--- src/rtl/mem_bus_responder.sv ---
// Memory-side responder for the RV32I data bus: internal 64-word RAM, external
// wait-stated ROM port, one-cycle MemReady/MemError completion per request.
module mem_bus_responder #(
    parameter int unsigned ROM_WAIT = 1,
    parameter logic [31:0] ROM_LAST = 32'h0000_03FF,
    parameter logic [31:0] RAM_BASE = 32'h0000_0400,
    parameter logic [31:0] RAM_LAST = 32'h0000_04FF
) (
    input  logic        clk,
    input  logic        reset,
    input  logic        MemReq,
    input  logic        MemWrite,
    input  logic [31:0] Addr,
    input  logic [31:0] WriteData,
    input  logic [3:0]  ByteEn,
    output logic [31:0] ReadData,
    output logic        MemReady,
    output logic        MemError,
    output logic        ROM_CS,
    output logic [7:0]  ROM_Addr,
    input  logic [31:0] ROM_Data
);

    typedef enum logic [1:0] {
        S_IDLE,
        S_ROM_WAIT,
        S_RESP
    } state_t;

    state_t      r_state, w_state_nx;
    logic [3:0]  r_cnt, w_cnt_nx;
    logic [31:0] r_rdata, w_rdata_nx;
    logic        r_ready, w_ready_nx;
    logic        r_err, w_err_nx;
    logic        r_cs, w_cs_nx;
    logic [7:0]  r_rom_addr, w_rom_addr_nx;
    logic        w_ram_we;

    logic [31:0] r_mem [0:63];

    logic        w_aligned, w_ram_hit, w_rom_hit;
    logic [5:0]  w_ram_idx;

    // RAM_BASE sits on a 256-byte boundary, so Addr[7:2] is the word index.
    assign w_aligned = (Addr[1:0] == 2'b00);
    assign w_ram_hit = w_aligned && (Addr >= RAM_BASE) && (Addr <= RAM_LAST);
    assign w_rom_hit = w_aligned && (Addr <= ROM_LAST);
    assign w_ram_idx = Addr[7:2];

    always_comb begin
        w_state_nx    = r_state;
        w_cnt_nx      = r_cnt;
        w_rdata_nx    = 32'h0;
        w_ready_nx    = 1'b0;
        w_err_nx      = 1'b0;
        w_cs_nx       = r_cs;
        w_rom_addr_nx = r_rom_addr;
        w_ram_we      = 1'b0;
        case (r_state)
            S_IDLE: begin
                if (MemReq) begin
                    if (w_ram_hit) begin
                        w_ready_nx = 1'b1;
                        w_state_nx = S_RESP;
                        if (MemWrite) w_ram_we   = !reset;
                        else          w_rdata_nx = r_mem[w_ram_idx];
                    end else if (w_rom_hit && !MemWrite) begin
                        w_cs_nx       = 1'b1;
                        w_rom_addr_nx = Addr[9:2];
                        w_cnt_nx      = 4'(ROM_WAIT);
                        w_state_nx    = S_ROM_WAIT;
                    end else begin
                        w_ready_nx = 1'b1;
                        w_err_nx   = 1'b1;
                        w_state_nx = S_RESP;
                    end
                end
            end
            S_ROM_WAIT: begin
                // Data is sampled on the last cycle ROM_CS is high.
                if (r_cnt == 4'd0) begin
                    w_rdata_nx = ROM_Data;
                    w_ready_nx = 1'b1;
                    w_cs_nx    = 1'b0;
                    w_state_nx = S_RESP;
                end else begin
                    w_cnt_nx = r_cnt - 4'd1;
                end
            end
            S_RESP:  w_state_nx = S_IDLE;
            default: w_state_nx = S_IDLE;
        endcase
    end

    always_ff @(posedge clk) begin
        if (reset) begin
            r_state    <= S_IDLE;
            r_cnt      <= 4'd0;
            r_rdata    <= 32'h0;
            r_ready    <= 1'b0;
            r_err      <= 1'b0;
            r_cs       <= 1'b0;
            r_rom_addr <= 8'h0;
        end else begin
            r_state    <= w_state_nx;
            r_cnt      <= w_cnt_nx;
            r_rdata    <= w_rdata_nx;
            r_ready    <= w_ready_nx;
            r_err      <= w_err_nx;
            r_cs       <= w_cs_nx;
            r_rom_addr <= w_rom_addr_nx;
        end
    end

    // RAM contents deliberately survive reset.
    always_ff @(posedge clk) begin
        if (w_ram_we) begin
            for (int i = 0; i < 4; i++) begin
                if (ByteEn[i]) r_mem[w_ram_idx][8*i +: 8] <= WriteData[8*i +: 8];
            end
        end
    end

    assign ReadData = r_rdata;
    assign MemReady = r_ready;
    assign MemError = r_err;
    assign ROM_CS   = r_cs;
    assign ROM_Addr = r_rom_addr;

endmodule

--- config.mk ---
export PLATFORM = sky130hd
export DESIGN_NAME = mem_bus_responder
export DESIGN_NICKNAME = d
export VERILOG_FILES = /design/src/rtl/mem_bus_responder.sv
export SDC_FILE = /design/constraint.sdc
export NUM_CORES = 2
export LEC_CHECK = 0
export CORE_MARGIN = 4
export CORE_UTILIZATION = 25
export CTS_CLUSTER_SIZE = 30
export DETAILED_ROUTE_END_ITERATION = 16
export PLACE_DENSITY = 0.44
export RECOVER_POWER = 50
export SKIP_CTS_REPAIR_TIMING = 1
export SYNTH_ARGS = -nofsm -noshare
export SYNTH_HDL_FRONTEND = slang
export SYNTH_SLANG_ARGS = --single-unit
--- constraint.sdc ---
create_clock -name clk -period 3.3 [get_ports clk]
set_clock_uncertainty 0.15 [all_clocks]
set_input_delay 0.33 -clock clk [delete_from_list [all_inputs] [get_ports clk]]
set_output_delay 0.33 -clock clk [all_outputs]
set_load 0.05 [all_outputs]
==> metrics.cfg <==
[die]
rows = 209
die_x_um = 580
initial_core_util_pct = 25.2
dieArea_um2 = 337000
boundaryPins = 147
die_h_um = 580
core_um2 = 325000

[cells_and_area]
drive_gt1_share_pct = 27.5
fillers = 31700
seqCellArea_um2 = 62500
fin_cells = 9983
area_delta_synth_final_pct = 25.1
final_nets = 5559
multi_input_area_um2 = 17700

[worst_hold_path]
hp-class = primary input to register
holdPathStages = 3
worstHoldStart = Addr[10]

[worst_setup_path]
r2r_slack_ps = 80
path_max_fanout = 10
crit_arrival_ps = 3840
crit_path_end = ReadData[29]
r2r-start = r_cnt[0]
cp-end-kind = register
crit_type = register to register
crit_start = r_cnt[0]
cp.required_ps = 3930
cp-start-kind = register
ff2ff_path_depth = 11
reg2reg_to = ReadData[29]

[cts]
cts_root_buffer = clkbuf_16
cts-htree-levels = 4
clk_latency_ps = 890
cts.sinks = 2097
cts_tree = yes
cts_buffer_depth = 4
numCtsBuffers = 232
clk_pin_slew_ps = 60

[power]
power_density_nw_per_um2 = 575
total_leakage_power_nw = 33.7
internal_power_mw = 45.6
switching_share_pct = 22.5
p_comb_share_pct = 6.0
clkPwrFrac_pct = 44.3
vdd_drop_max_v = 0.000466
p_seq_share_pct = 49.7
switching_power_mw = 13.2

[place]
gp_congestion = 0.860
pre_cts_ws_ps = -449
dpl.hpwl_um = 218000
dp.cells = 9504
portBuffers = 146

[grt]
grt-ovfl-total = 0
grt_pass1_wl_um = 424000
antenna_found_initial = 31
grtUsageTotal_pct = 18.1
grt_max_degree = 65
first_global_vias = 48400

[routing]
initialDrtViolationCount = 5787
wirelength_um = 315000
drc = 0
detail-route-antenna-nets = 0
vias_per_cell = 4.91
firstDrtPassIters = 8
vias = 49000
wl_per_cell_um = 31.6

[sta]
max_slew_margin_pct = -50.7
max_freq_mhz = 311
setup_tns_ps = 0
finalCriticalPeriod_ps = 3220
fin_crit_sh_pct = 97.5
tightest_slew_ps = 2260
setup_viol = 0
setup_ws_ps = 83.6
hold_viol = 0
slew_violations = 1829
rsz0062_at_grt = no

[synth]
synth_seq_cells = 2097
syn_area_um2 = 81800
yosysUniqueCellTypes = 67
syn_area_per_cell_um2 = 18.2
synth_edf_count = 2048
synthArstFlopShare_pct = 0
syn_inst = 4494
synth_nets = 4600
synth_ff_type = edfxtp_1
yosysSeqAreaShare_pct = 76.4
yosys_warnings = 0

[status]
status = finished, violations left
failed_checks = max-capacitance violations, max-slew violations

[run]
cap_violations = 32

how the worst min path moves through the flow:
stage               slack [ps]      endpoint
finish                      30      MemError
global route                20   ROM_Addr[0]
CTS                       -440  r_mem[38][4]
detailed placement         300   ROM_Addr[1]
global placement           290   ROM_Addr[6]
floorplan                  280   r_mem[0][0]
layer usage:
layer / share of wire, % / vias to the layer above / global-route usage [%]
met5: 0.033 / - / 0
met4: 3.8 / 18 / 6.02
met3: 7.4 / 460 / 3.49
met2: 46 / 2135 / 28.5
met1: 43 / 26100 / 25.0
li1: - / 20300 / -
cell usage after synthesis (7+ instances only):
cell type / n / share of area [%]
nor4_1: 7 / 0.054
o22ai_1: 98 / 0.75
nand4_1: 13 / 0.099
a211oi_1: 11 / 0.10
mux2_2: 141 / 1.9
nand3_1: 61 / 0.37
nor3_1: 18 / 0.11
nand2_1: 192 / 0.88
clkbuf_1: 78 / 0.36
and2_1: 9 / 0.069
o22a_1: 10 / 0.11
buf_1: 24 / 0.11
nor2b_1: 14 / 0.11
a2111oi_0: 8 / 0.086
nor2_1: 327 / 1.5
buf_6: 34 / 0.47
a32oi_1: 9 / 0.096
a22oi_1: 153 / 1.4
edfxtp_1: 2048 / 75
a221o_1: 33 / 0.40
o221ai_1: 11 / 0.12
a222oi_1: 8 / 0.098
a21oi_1: 68 / 0.42
o21ai_0: 73 / 0.45
a221oi_1: 156 / 1.7
and3_1: 8 / 0.061
a31oi_1: 12 / 0.092
buf_4: 45 / 0.41
mux4_2: 183 / 5.0
mux2i_1: 365 / 4.5
buf_2: 117 / 0.72
dfxtp_1: 49 / 1.2
a22o_1: 14 / 0.15
critical path, stage by stage (launching register included):
cell and delay, ps:
dfxtp_1 320, inv_1 100, ha_1 160, or3b_2 520, nor3_2 380, buf_12 210
buf_4 240, nand2_1 100, nand4_1 120, a211oi_1 70, a31oi_1 460, buf_4 240
state kept, by name, summed over array words and instances (netlist names):
name / count
MemError: 1
r_mem: 2048
r_state: 2
ReadData: 32
ROM_Addr: 8
r_cnt: 4
ROM_CS: 1
MemReady: 1
metrics by stage:
stage | hold slack, ps | power, mW | util, % | instance area [µm²]
floorplan | 279 | 31.1 | - | 81800
global placement | 292 | 33.3 | 29.1 | 94600
detailed placement | 297 | 33.3 | 29.1 | 94600
CTS | -440 | 59.3 | 31.4 | 102000
global route | 19.4 | 60.6 | 31.5 | 102000
finish | 25.3 | 58.9 | 31.5 | 102000
final cells by class:
cell class	count	share of cell area, %
sequential	2097	61.0
multi-input combinational	2094	17.3
timing repair buffer	1023	8.92
clock buffer	264	5.82
tap	4325	5.28
clock inverter	157	1.58
antenna	18	0.0440
inverter	5	0.0232
layout by cell type, fill, tap and decap left out, types with 141 or more instances in the layout:
| master | n |
|---|---|
| edfxtp_1 | 2048 |
| buf_4 | 713 |
| mux2i_1 | 365 |
| nor2_1 | 324 |
| clkbuf_16 | 232 |
| nand2_1 | 191 |
| mux4_2 | 183 |
| a221oi_1 | 156 |
| a22oi_1 | 153 |
| mux2_2 | 141 |
cells by family (layout without fill, tap and decap cells):
family / Yosys count / in the layout / share of synthesized area [%]
buf+inv: 303 / 1449 / 2.09
mux: 689 / 689 / 11.4
compound gates: 704 / 704 / 6.35
other cells: 0 / 18 / 0
fa+ha+maj: 2 / 2 / 0.0306
flops: 2097 / 2097 / 76.4
simple gates: 699 / 699 / 3.73
power groups by stage:
stage | logic, mW | clock network [mW] | registers [mW]
finish | 3.55 | 26.1 | 29.2
global route | 3.66 | 27.7 | 29.2
CTS | 3.55 | 26.6 | 29.2
detailed placement | 3.54 | 0 | 29.8
global placement | 3.54 | 0 | 29.8
floorplan | 1.34 | 0 | 29.8
No activity file was read; power rests on OpenSTA's default activity.
